File: src/rtl/ps2_pkg.sv
// Shared definitions for the PS/2 keyboard front end: command encodings,
// scan code constants, receiver states and the game-key lookup.
package ps2_pkg;

    localparam logic [1:0] CMD_IDLE   = 2'b00;
    localparam logic [1:0] CMD_LEFT   = 2'b01;
    localparam logic [1:0] CMD_RIGHT  = 2'b10;
    localparam logic [1:0] CMD_ROTATE = 2'b11;

    localparam logic [7:0] SC_EXT   = 8'hE0;
    localparam logic [7:0] SC_BRK   = 8'hF0;
    localparam logic [7:0] SC_LEFT  = 8'h6B;
    localparam logic [7:0] SC_RIGHT = 8'h74;
    localparam logic [7:0] SC_UP    = 8'h75;
    localparam logic [7:0] SC_A     = 8'h1C;
    localparam logic [7:0] SC_D     = 8'h23;
    localparam logic [7:0] SC_W     = 8'h1D;

    typedef enum logic [1:0] {
        RX_IDLE,
        RX_DATA,
        RX_PARITY,
        RX_STOP
    } rx_state_e;

    // Returns {is_game_key, command} for a key code qualified by the E0 prefix.
    function automatic logic [2:0] keyDecode(input logic ext, input logic [7:0] code);
        logic [2:0] result;
        result = 3'b000;
        if (ext) begin
            case (code)
                SC_LEFT:  result = {1'b1, CMD_LEFT};
                SC_RIGHT: result = {1'b1, CMD_RIGHT};
                SC_UP:    result = {1'b1, CMD_ROTATE};
                default:  result = 3'b000;
            endcase
        end else begin
            case (code)
                SC_A:    result = {1'b1, CMD_LEFT};
                SC_D:    result = {1'b1, CMD_RIGHT};
                SC_W:    result = {1'b1, CMD_ROTATE};
                default: result = 3'b000;
            endcase
        end
        return result;
    endfunction

endpackage

File: src/rtl/ps2_rx.sv
// PS/2 frame receiver: input synchronizers, ps2_clk glitch filter,
// start/data/parity/stop framing and an inactivity timeout.
module ps2_rx
    import ps2_pkg::*;
#(
    parameter int FILTER_LEN     = 8,
    parameter int TIMEOUT_CYCLES = 100000
) (
    input  logic       clk,
    input  logic       rst_n,
    input  logic       ps2_clk,
    input  logic       ps2_data,
    output logic [7:0] byte_data,
    output logic       byte_valid,
    output logic       frame_err,
    output logic       rx_timeout
);

    localparam int FCW = $clog2(FILTER_LEN + 1);
    localparam int TCW = $clog2(TIMEOUT_CYCLES);
    localparam logic [FCW-1:0] FILT_LAST = FCW'(FILTER_LEN - 1);
    localparam logic [TCW-1:0] TO_LAST   = TCW'(TIMEOUT_CYCLES - 1);

    logic [1:0]     clkSync_q, dataSync_q;
    logic [FCW-1:0] filtCnt_q, filtCnt_d;
    logic           filtLevel_q, filtLevel_d;
    logic           fall;
    logic           dataBit;

    rx_state_e      state_q, state_d;
    logic [2:0]     bitCnt_q, bitCnt_d;
    logic [7:0]     shift_q, shift_d;
    logic           parity_q, parity_d;
    logic [TCW-1:0] toCnt_q, toCnt_d;
    logic           byteValid_q, byteValid_d;
    logic           frameErr_q, frameErr_d;
    logic           timeout_q, timeout_d;

    // Filtered level flips on the FILTER_LEN-th consecutive differing sample.
    always_comb begin
        filtCnt_d   = filtCnt_q;
        filtLevel_d = filtLevel_q;
        if (clkSync_q[1] == filtLevel_q) begin
            filtCnt_d = '0;
        end else if (filtCnt_q == FILT_LAST) begin
            filtLevel_d = ~filtLevel_q;
            filtCnt_d   = '0;
        end else begin
            filtCnt_d = filtCnt_q + 1'b1;
        end
    end

    assign fall    = filtLevel_q & ~filtLevel_d;
    assign dataBit = dataSync_q[1];

    always_comb begin
        state_d     = state_q;
        bitCnt_d    = bitCnt_q;
        shift_d     = shift_q;
        parity_d    = parity_q;
        byteValid_d = 1'b0;
        frameErr_d  = 1'b0;
        timeout_d   = 1'b0;
        toCnt_d     = (state_q == RX_IDLE || fall) ? '0 : toCnt_q + 1'b1;
        if (fall) begin
            case (state_q)
                RX_IDLE: begin
                    if (!dataBit) begin
                        state_d  = RX_DATA;
                        bitCnt_d = 3'd0;
                    end
                end
                RX_DATA: begin
                    shift_d  = {dataBit, shift_q[7:1]};
                    bitCnt_d = bitCnt_q + 3'd1;
                    if (bitCnt_q == 3'd7) state_d = RX_PARITY;
                end
                RX_PARITY: begin
                    parity_d = dataBit;
                    state_d  = RX_STOP;
                end
                RX_STOP: begin
                    if (dataBit && (^{shift_q, parity_q})) byteValid_d = 1'b1;
                    else                                   frameErr_d  = 1'b1;
                    state_d = RX_IDLE;
                end
                default: state_d = RX_IDLE;
            endcase
        end else if (state_q != RX_IDLE && toCnt_q == TO_LAST) begin
            state_d   = RX_IDLE;
            timeout_d = 1'b1;
            toCnt_d   = '0;
        end
    end

    always_ff @(posedge clk or negedge rst_n) begin
        if (!rst_n) begin
            clkSync_q   <= 2'b11;
            dataSync_q  <= 2'b11;
            filtCnt_q   <= '0;
            filtLevel_q <= 1'b1;
            state_q     <= RX_IDLE;
            bitCnt_q    <= 3'd0;
            shift_q     <= 8'h00;
            parity_q    <= 1'b0;
            toCnt_q     <= '0;
            byteValid_q <= 1'b0;
            frameErr_q  <= 1'b0;
            timeout_q   <= 1'b0;
        end else begin
            clkSync_q   <= {clkSync_q[0], ps2_clk};
            dataSync_q  <= {dataSync_q[0], ps2_data};
            filtCnt_q   <= filtCnt_d;
            filtLevel_q <= filtLevel_d;
            state_q     <= state_d;
            bitCnt_q    <= bitCnt_d;
            shift_q     <= shift_d;
            parity_q    <= parity_d;
            toCnt_q     <= toCnt_d;
            byteValid_q <= byteValid_d;
            frameErr_q  <= frameErr_d;
            timeout_q   <= timeout_d;
        end
    end

    assign byte_data  = shift_q;
    assign byte_valid = byteValid_q;
    assign frame_err  = frameErr_q;
    assign rx_timeout = timeout_q;

endmodule

File: src/rtl/ps2_key_decoder.sv
// PS/2 keyboard decoder for the Tetris controller: turns make/break scan codes
// of the game keys into a held 2-bit command plus a new-press strobe.
module ps2_key_decoder
    import ps2_pkg::*;
#(
    parameter int FILTER_LEN     = 8,
    parameter int TIMEOUT_CYCLES = 100000
) (
    input  logic       clk,
    input  logic       rst_n,
    input  logic       ps2_clk,
    input  logic       ps2_data,
    output logic [1:0] keyboard_signal,
    output logic       cmd_pulse,
    output logic       frame_err
);

    logic [7:0] byteData;
    logic       byteValid;
    logic       rxErr;
    logic       rxTimeout;

    ps2_rx #(
        .FILTER_LEN     (FILTER_LEN),
        .TIMEOUT_CYCLES (TIMEOUT_CYCLES)
    ) u_rx (
        .clk        (clk),
        .rst_n      (rst_n),
        .ps2_clk    (ps2_clk),
        .ps2_data   (ps2_data),
        .byte_data  (byteData),
        .byte_valid (byteValid),
        .frame_err  (rxErr),
        .rx_timeout (rxTimeout)
    );

    logic       ext_q, ext_d;
    logic       brk_q, brk_d;
    logic [8:0] heldKey_q, heldKey_d;
    logic       heldValid_q, heldValid_d;
    logic [1:0] cmd_q, cmd_d;
    logic       pulse_q, pulse_d;
    logic [2:0] keyInfo;
    logic       isHeld;

    assign keyInfo = keyDecode(ext_q, byteData);
    assign isHeld  = heldValid_q && (heldKey_q == {ext_q, byteData});

    // Held key is tracked by full scan code so two physical keys sharing a
    // command still count as different presses.
    always_comb begin
        ext_d       = ext_q;
        brk_d       = brk_q;
        heldKey_d   = heldKey_q;
        heldValid_d = heldValid_q;
        cmd_d       = cmd_q;
        pulse_d     = 1'b0;
        if (rxErr || rxTimeout) begin
            ext_d = 1'b0;
            brk_d = 1'b0;
        end else if (byteValid) begin
            if (byteData == SC_EXT) begin
                ext_d = 1'b1;
            end else if (byteData == SC_BRK) begin
                brk_d = 1'b1;
            end else begin
                ext_d = 1'b0;
                brk_d = 1'b0;
                if (keyInfo[2]) begin
                    if (!brk_q) begin
                        if (!isHeld) begin
                            heldKey_d   = {ext_q, byteData};
                            heldValid_d = 1'b1;
                            cmd_d       = keyInfo[1:0];
                            pulse_d     = 1'b1;
                        end
                    end else if (isHeld) begin
                        heldValid_d = 1'b0;
                        cmd_d       = CMD_IDLE;
                    end
                end
            end
        end
    end

    always_ff @(posedge clk or negedge rst_n) begin
        if (!rst_n) begin
            ext_q       <= 1'b0;
            brk_q       <= 1'b0;
            heldKey_q   <= 9'h000;
            heldValid_q <= 1'b0;
            cmd_q       <= CMD_IDLE;
            pulse_q     <= 1'b0;
        end else begin
            ext_q       <= ext_d;
            brk_q       <= brk_d;
            heldKey_q   <= heldKey_d;
            heldValid_q <= heldValid_d;
            cmd_q       <= cmd_d;
            pulse_q     <= pulse_d;
        end
    end

    assign keyboard_signal = cmd_q;
    assign cmd_pulse       = pulse_q;
    assign frame_err       = rxErr;

endmodule

File: config.mk
export PLATFORM = sky130hd
export DESIGN_NAME = ps2_key_decoder
export DESIGN_NICKNAME = d
export VERILOG_FILES = /design/src/rtl/ps2_pkg.sv /design/src/rtl/ps2_rx.sv /design/src/rtl/ps2_key_decoder.sv
export SDC_FILE = /design/constraint.sdc
export NUM_CORES = 1
export LEC_CHECK = 0
export CAP_MARGIN = 40
export CORE_ASPECT_RATIO = 1.25
export CORE_MARGIN = 2
export CORE_UTILIZATION = 55
export CTS_CLUSTER_DIAMETER = 60
export DETAILED_ROUTE_END_ITERATION = 12
export GPL_ROUTABILITY_DRIVEN = 1
export GPL_TIMING_DRIVEN = 0
export PLACE_DENSITY = 0.69
export SYNTH_ARGS = -nofsm -noshare
export SYNTH_HDL_FRONTEND = slang
export SYNTH_SLANG_ARGS = --single-unit
File: constraint.sdc
create_clock -name clk -period 3.47 [get_ports clk]
set_input_delay 0.694 -clock clk [delete_from_list [all_inputs] [get_ports clk]]
set_output_delay 0.694 -clock clk [all_outputs]
set_load 0.005 [all_outputs]
==> run metrics, run 1 <==
Power, Total=1.446 mW; routed vias/inst=5.420; layout cells sized above 1=0.1594; GP Congestion=0.8608; R2R depth=7; Startpoint Class=flop; Root Driver=clkbuf_8; final critical-path share of the clock period=0.7840; initial core utilization=0.5650; area grow syn2layout=13.05%; post-cts hold buffer count=0; post-DR wirelength/cell=13.88 um; top-area cell type share of the netlist area=0.4688; most used flip-flop cell after synthesis=dfrtp_1; setup tns final=0 ns; Achievable Freq=0.3676 GHz; worst hold-check path type=in -> async; Post-synth top cells=dfrtp_1, nor2_1, nand2_1, xnor2_1, xor2_1; Critical Path Max Stage Delay=0.54 ns; Max Cap Viol=0; RSZ-0062 raised after global routing=false; Sinks on Clock Net=58; Final ANT Viol Nets=0; syn_area_per_cell=11.14 sq um; Die Area=0.005737 sq mm; Die Y=84.19 um; Synth cell types=42; WP buf/inv=2; RR Endpoint=heldKey_q[5]; Post-Synth Adder-Cell Area=0.03981; vias in the first global route=1786; Post-CTS Resized=0; Post-Syn Area=0.002829 sq mm; first-pass GRT wire length=8142 um; fin area=0.003198 sq mm; clock tree from TritonCTS=built; R2R setup slack=0.75 ns; total CTS buffers=9; dpl ws=0.7759 ns; n_diodes=0; Seq/Total Area, Yosys=0.5153; Max rail drop VDD=0.3614 mV; DR pass1 iterations=4; simple-gate share of the synthesized area=0.1667; clk slew on worst S/H paths=0.07 ns; Buffers on Ports=7; Initial DRC Count=126; maximum fanout along the worst path=9; dpl hpwl=3196 um; Mapped Cells=254; Clk Latency, worst-skew pair=0.33 ns; syn_nets=267; worst path required time=3.68 ns; Setup Fix Bufs, Post-CTS=0; total grt overflow=0; post-route minimum period=2.721 ns; r2r startpoint=u_rx.byte_data[1]; Via Count=1832; Final setup viols=0; All-Layer GR Usage=0.1926; filler instances=402; Cell Area, Placed=0.002992 sq mm; Layout Nets=286; leading area contributor after synthesis=dfrtp_1; Rows=29; crit path DAT=2.93 ns; status=finished clean; Slew Viols, Final=0; Worst setup EP type=flop; Synth Register Bits=58; Critical Path, Cell by Cell=clkbuf_1, nor4bb_1, nand2_1, a32o_1, or4b_1, buf_6, mux2_4; CP Launch Point=u_rx.byte_data[1]; Ys Warns=0; largest net degree at the start of global routing=39; core area=0.005007 sq mm; Cell Pwr Density=452.1 mW/mm^2; CP delay by family, top=simple AND/OR/NAND/NOR gates; relative slew slack=0.6308; antenna violations before repair=0; cell types occupying the most area after synthesis=dfrtp_1, xnor2_1, mux2_2, dfstp_2, xor2_1; Worst Setup Slack, final=0.7494 ns; leakage power=1.461 nW; H-tree Lvls=3; Post-synth EDFFs=0; slew at the pin with the worst max-slew slack=0.5505 ns; largest family of logic cells by synthesized area=simple AND/OR/NAND/NOR gates; post-synthesis mux area share=0.09023; crit path kind=reg -> reg; post-synthesis compound-gate area fraction=0.04600; maximum buffer depth of the clock tree=2; Chip Width=68.15 um; Fin. Hold Viols=0; Routed WL=4691 um; most used standard cell by instance count after synthesis=dfrtp_1; DRC=0; Async S/R FF share, synth=1.000; Ports=8; Clock Skews=0.01121 ns; slowest cell on the critical path=or4b_1; Synth Area in XOR/XNOR=0.1070
-- state kept, by name (all words and copies together) (netlist names), 3 cells and up --
signal and count:
heldKey_q 9, u_rx.bitCnt_q 3, u_rx.byte_data 8, u_rx.filtCnt_q 4, u_rx.toCnt_q 17
-- per-layer routing --
layer	vias up	part of all wire	global-route usage
li1	912	-	-
met1	880	0.44	0.2351
met2	32	0.51	0.3089
met3	8	0.025	0.04424
met4	0	0.023	0.1055
met5	-	0	0
-- final cells by class --
| cell class | count | area, sq um | share of cell area |
|---|---|---|---|
| inverters | 11 | 41.29 | 0.01291 |
| well taps | 62 | 77.57 | 0.02426 |
| clock buffers | 11 | 141.4 | 0.04421 |
| multi-input cells | 174 | 1272 | 0.3979 |
| repair buffers | 8 | 85.08 | 0.02660 |
| plain buffers | 11 | 57.56 | 0.01800 |
| clock inverters | 3 | 65.06 | 0.02034 |
| flip-flops and latches | 58 | 1458 | 0.4558 |
-- power by group --
part | switching (mW) | internal [mW]
registers | 0.0167 | 0.704
logic | 0.0349 | 0.0299
clock network | 0.246 | 0.415
-- cells by family after synthesis --
family                   Yosys count
multiplexers                      20
AO/OA/AOI/OAI                     19
AND/OR/NAND/NOR                   93
XOR/XNOR                          33
buffers and inverters             22
flip-flops                        58
adder cells (fa/ha/maj)            9
-- layout by cell type, fill, tap and decap left out, drive strengths merged, types with 2 or more instances in the layout --
master,n
dfrtp,53
nor2,28
mux2,20
clkbuf,19
nand2,17
xnor2,17
xor2,15
inv,11
nor3,9
nand3,9
ha,9
nor4,6
clkdlybuf4s50,6
nand4,5
a21oi,5
dfstp,5
buf,5
o21ai,4
a32o,3
nor4bb,2
or3,2
or4,2
nor2b,2
and2,2
bufinv,2
or2,2
-- how the worst max path moves through the flow --
stage | end | slack, ns | cells after the start
after global routing | heldKey_q[5] | 0.67 | 7
after global placement | u_rx.filtCnt_q[3] | -0.09 | 1
final | heldKey_q[5] | 0.75 | 7
after CTS | heldKey_q[5] | 0.76 | 7
after floorplan | heldKey_q[0] | 0.97 | 7
after detailed placement | heldKey_q[8] | 0.78 | 7
-- stage by stage --
stage	hold WS [ns]	util	instances
finish	0.3156	0.6387	338
global route	0.3489	0.6387	338
CTS	0.3215	0.6387	338
detailed placement	0.3472	0.5975	324
global placement	0.3461	0.5945	323
floorplan	0.3452	-	254
Power figures use the tool's default switching activity.
==> run 2: changes to the inputs <==
clock period = 2.6 ns   (was 3.47 ns; I/O delays follow)
==> run metrics, run 2 (synthesis results as in run 1) <==
status=finished clean; n_diodes=0 (unchanged); Worst Setup Slack, final=0.04198 ns (-0.7075 ns); GR Util met3=0.04424 (unchanged); largest net degree at the start of global routing=39 (unchanged); first-pass GRT wire length=8190 um (+0.59%); Die Area=0.005737 sq mm (unchanged); slowest cell on the critical path=or4b_4; vias in the first global route=1791 (+0.28%); post-DR wirelength/cell=14.14 um (+1.9%); Max Cap Viol=0 (unchanged); leakage power=1.469 nW (+0.57%); most frequent cells in the layout=dfrtp_1, nor2_1, nand2_1, xnor2_1, xor2_1; Most Crowded Layer GR=met2; Cell Area, Placed=0.002992 sq mm (unchanged); Top reg by flops=u_rx.toCnt_q; met2 GRT Util=0.3133 (+0.004413); Layout Utilization=0.6429 (+0.004248); Initial DRC Count=114 (-9.5%); Clock Skews=0.01052 ns (-0.0006836 ns); Startpoint Class=flop; final critical-path share of the clock period=0.9839 (+0.1998); Root Driver=clkbuf_8; DR pass1 iterations=4 (unchanged); Die Y=84.19 um (unchanged); Critical Path, Cell by Cell=buf_6, or2_0, or4_4, a32o_2, or4b_4, buf_6, mux2_4; grt met1 use=0.2351 (unchanged); most used cell, CP=buf_6; Gate power share=0.045 (about the same); Largest register FFs=17 (unchanged); hold slack=0.1395 ns (-0.1762 ns); core area=0.005007 sq mm (unchanged); slew at the pin with the worst max-slew slack=0.5618 ns (+0.01121 ns); relative slew slack=0.6232 (-0.007516); most common cell after layout, fill and taps aside=dfrtp_1; Fin. Hold Viols=0 (unchanged); H-tree Lvls=3 (unchanged); worst hold-check path type=in -> async; maximum fanout along the worst path=9 (unchanged); clk slew on worst S/H paths=0.06 ns (about the same); dpl ws=-0.09407 ns (-0.8700 ns); GP Congestion=0.8608 (unchanged); Final setup viols=0 (unchanged); sequential share of power=0.498 (about the same); Power, Total=1.929 mW (+33%); Critical Path Max Stage Delay=0.51 ns (-0.03 ns); initial core utilization=0.5650 (unchanged); Max rail drop VDD=0.4824 mV (+33%); Rows=29 (unchanged); All-Layer GR Usage=0.1937 (+0.001099); layout cells sized above 1=0.1905 (+0.03106); Via Count=1809 (-1.3%); Chip Width=68.15 um (unchanged); Routed WL=4736 um (+0.96%); clock tree from TritonCTS=built; Worst setup EP type=flop; Cell Pwr Density=599.1 mW/mm^2 (+33%); Slew Viols, Final=0 (unchanged); crit path kind=reg -> reg; maximum buffer depth of the clock tree=2 (unchanged); Clock power frac=0.457 (about the same); Buffers on Ports=7 (unchanged); Net Sw Frac=0.2054 (-0.0004172); R2R setup slack=0.04 ns (-0.71 ns); DRC=0 (unchanged); Sinks on Clock Net=58 (unchanged); area grow syn2layout=13.80%; Psw=396.1 uW (+33%); cell-internal power=1.533 mW (+33%); Layout Nets=283 (-1.0%); antenna violations before repair=0 (unchanged); Ports=8 (unchanged); routed vias/inst=5.400 (-0.37%); fin area=0.003219 sq mm (+0.67%); crit path DAT=2.77 ns (-0.16 ns); total grt overflow=0 (unchanged); post-cts hold buffer count=0 (unchanged); Final ANT Viol Nets=0 (unchanged); post-route minimum period=2.558 ns (-0.1625 ns); Achievable Freq=0.3909 GHz (+6.4%); total CTS buffers=9 (unchanged); Clk Latency, worst-skew pair=0.33 ns (about the same); worst path required time=2.81 ns (-0.87 ns); R2R depth=7 (unchanged); dpl hpwl=3196 um (unchanged)
run 2: final cells by class:
cell class                      instances  area, sq um
Clock buffer                           11        141.4
Fill cell                             405         1788
Sequential cell                        58         1459
Multi-Input combinational cell        174         1292
Clock inverter                          3        65.06
Buffer                                  6        38.79
Timing Repair Buffer                   10        103.9
Inverter                               11        41.29
Tap cell                               62        77.57
run 2: power by group through the flow:
stage	clock network (mW)	registers (mW)	logic, mW
final	0.881	0.961	0.0864
after global routing	0.936	0.964	0.100
after CTS	0.903	0.961	0.0893
after detailed placement	0	0.975	0.0883
after global placement	0	0.976	0.0854
after floorplan	0	0.972	0.0546
run 2: final timing paths:
kind                                            to                from
worst max-delay path                  heldKey_q[5]   u_rx.byte_data[4]
worst min-delay path                  heldKey_q[0]               rst_n
worst max register to register        heldKey_q[5]   u_rx.byte_data[4]
worst min register to register  u_rx.dataSync_q[1]  u_rx.dataSync_q[0]
max in group asynchronous       u_rx.dataSync_q[0]               rst_n
min in group clk                u_rx.dataSync_q[1]  u_rx.dataSync_q[0]
run 2: metrics by stage:
step | TNS, ns | instances
CTS | 0 | 337
floorplan | 0 | 254
finish | 0 | 335
global placement | -42.69 | 323
detailed placement | -0.6715 | 324
global route | -0.007489 | 335
run 2: critical path: cells and delay by family, from the launching register on:
kind	cells	cell delay, ns
and+or+nand+nor	3	1.23
DFF	1	0.37
buffers and inverters	2	0.30
muxes	1	0.29
AOI/OAI and AO/OA	1	0.25
run 2: per-layer routing:
| layer | wire length [um] | up-vias |
|---|---|---|
| met3 | 111 | 8 |
| met2 | 2421 | 24 |
| li1 | - | 909 |
| met4 | 110 | 0 |
| met1 | 2092 | 868 |
| met5 | 0 | - |
run 2: timing repair:
item	CTS	global route
pin swaps	0	2
resized for setup	5	3
setup buffers	0	1
endpoints found under the setup margin	8	12
cloned	1	0
==> run 3: changes to the inputs <==
CORE_MARGIN = not set   (was 2)
==> run metrics, run 3 (synthesis results as in run 1) <==
Startpoint Class=flop; Root Driver=clkbuf_8; clock tree from TritonCTS=built; Rows=28 (-3.4%); Fin. Hold Viols=0 (unchanged); most frequent cells in the layout=dfrtp_1, nor2_1, nand2_1, xnor2_1, xor2_1; Achievable Freq=0.3954 GHz (+1.1%); DRC=0 (unchanged); status=finished clean; maximum fanout along the worst path=6 (-3); Final ANT Viol Nets=0 (unchanged); All-Layer GR Usage=0.2077 (+0.01401); initial core utilization=0.5851 (+0.02018); worst path required time=2.82 ns (about the same); Power, Total=1.883 mW (-2.4%); final critical-path share of the clock period=0.9728 (-0.01104); Chip Width=66.15 um (-2.9%); antenna violations before repair=0 (unchanged); H-tree Lvls=3 (unchanged); first-pass GRT wire length=8162 um (-0.34%); post-route minimum period=2.529 ns (-0.02870 ns); post-cts hold buffer count=0 (unchanged); worst hold-check path type=in -> async; post-route insts no fill=336 (+0.30%); Ports=8 (unchanged); Initial DRC Count=77 (-32%); layout cells sized above 1=0.2101 (+0.01967); routed vias/inst=5.408 (+0.14%); slew at the pin with the worst max-slew slack=0.5674 ns (+0.005687 ns); Cell Pwr Density=582.6 mW/mm^2 (-2.8%); maximum buffer depth of the clock tree=2 (unchanged); crit path kind=reg -> reg; filler instances=390 (-3.7%); RSZ-0062 raised after global routing=false; Slew Viols, Final=0 (unchanged); Routed WL=4866 um (+2.7%); DP Cell Count=322 (-0.62%); Buffers on Ports=7 (unchanged); Sinks on Clock Net=58 (unchanged); Via Count=1817 (+0.44%); DR pass1 iterations=4 (unchanged); area grow syn2layout=14.24%; vias in the first global route=1881 (+5.0%); n_diodes=0 (unchanged); Max Cap Viol=0 (unchanged); GP Congestion=0.8366 (-2.8%); Die Area=0.005436 sq mm (-5.2%); leakage power=1.483 nW (+0.97%); Clock Skews=0.01030 ns (-0.0002235 ns); dpl hpwl=3309 um (+3.5%); Largest register FFs=17 (unchanged); Layout Nets=284 (+0.35%); Worst setup EP type=flop; Final setup viols=0 (unchanged); total grt overflow=0 (unchanged); crit path DAT=2.75 ns (-0.02 ns); post-DR wirelength/cell=14.48 um (+2.4%); total CTS buffers=9 (unchanged); relative slew slack=0.6217 (-0.001531); largest net degree at the start of global routing=36 (-7.7%); Top reg by flops=u_rx.toCnt_q; clk slew on worst S/H paths=0.07 ns (about the same); core area=0.004835 sq mm (-3.4%); Max rail drop VDD=0.3400 mV (-30%); most common cell after layout, fill and taps aside=dfrtp_1; Clk Latency, worst-skew pair=0.34 ns (about the same); Die Y=82.19 um (-2.4%)
## run 3: final cells by class
type | instances | area [sq um] | share of cell area
Tap cell | 60 | 75.07 | 0.02323
Clock buffer | 11 | 151.4 | 0.04684
Timing Repair Buffer | 12 | 118.9 | 0.03678
Sequential cell | 58 | 1459 | 0.4514
Multi-Input combinational cell | 174 | 1299 | 0.4019
Clock inverter | 5 | 52.55 | 0.01626
Buffer | 5 | 35.03 | 0.01084
Inverter | 11 | 41.29 | 0.01278
## run 3: path summary, 6_finish.rpt
kind / slack [ns] / cells after the start / to / from
min reg2reg: 0.36 / 0 / u_rx.clkSync_q[1] / u_rx.clkSync_q[0]
max: 0.07 / 7 / heldKey_q[6] / u_rx.byte_data[4]
max reg2reg: 0.07 / 7 / heldKey_q[6] / u_rx.byte_data[4]
min: 0.17 / 1 / u_rx.byte_data[1] / rst_n
min in group clk: 0.36 / 0 / u_rx.clkSync_q[1] / u_rx.clkSync_q[0]
max in group asynchronous: 1.77 / 2 / u_rx.dataSync_q[1] / rst_n
## run 3: power breakdown
part           internal, mW  switching [mW]  total [mW]
sequential            0.939          0.0226       0.961
combinational        0.0400          0.0462      0.0862
clock                 0.489           0.346       0.835
total                  1.47           0.415        1.88
## run 3: worst max-delay path: stages (launching register included)
cell	delay [ns]
dfrtp_1	0.38
buf_6	0.13
or2_1	0.23
or3_1	0.40
a32o_2	0.31
or4b_4	0.51
buf_6	0.16
mux2_4	0.29
## run 3: routing by layer
metal,global-route usage,up-vias,part of all wire
met5,0,-,0
li1,-,905,-
met2,0.3653,21,0.51
met3,0.04121,13,0.017
met4,0.1213,0,0.023
met1,0.2324,878,0.45
## run 3: stage by stage
step | utilization | area [sq um] | setup WS (ns) | hold WS, ns | TNS (ns)
after floorplan | - | 2829 | 0.09888 | 0.2244 | 0
after global placement | 0.6152 | 2974 | -0.7804 | 0.3455 | -42.01
after detailed placement | 0.6183 | 2989 | -0.02060 | 0.3470 | -0.1820
after CTS | 0.6605 | 3193 | -0.03949 | 0.1914 | -0.3650
after global routing | 0.6685 | 3232 | 0.005393 | 0.2094 | 0
final | 0.6685 | 3232 | 0.07067 | 0.1696 | 0
## run 3: what timing repair did
item,in CTS,in global routing
setup buffers,0,3
gates resized for setup,0,10
pin swaps,0,3
cloned,0,1
setup endpoints to repair,11,12
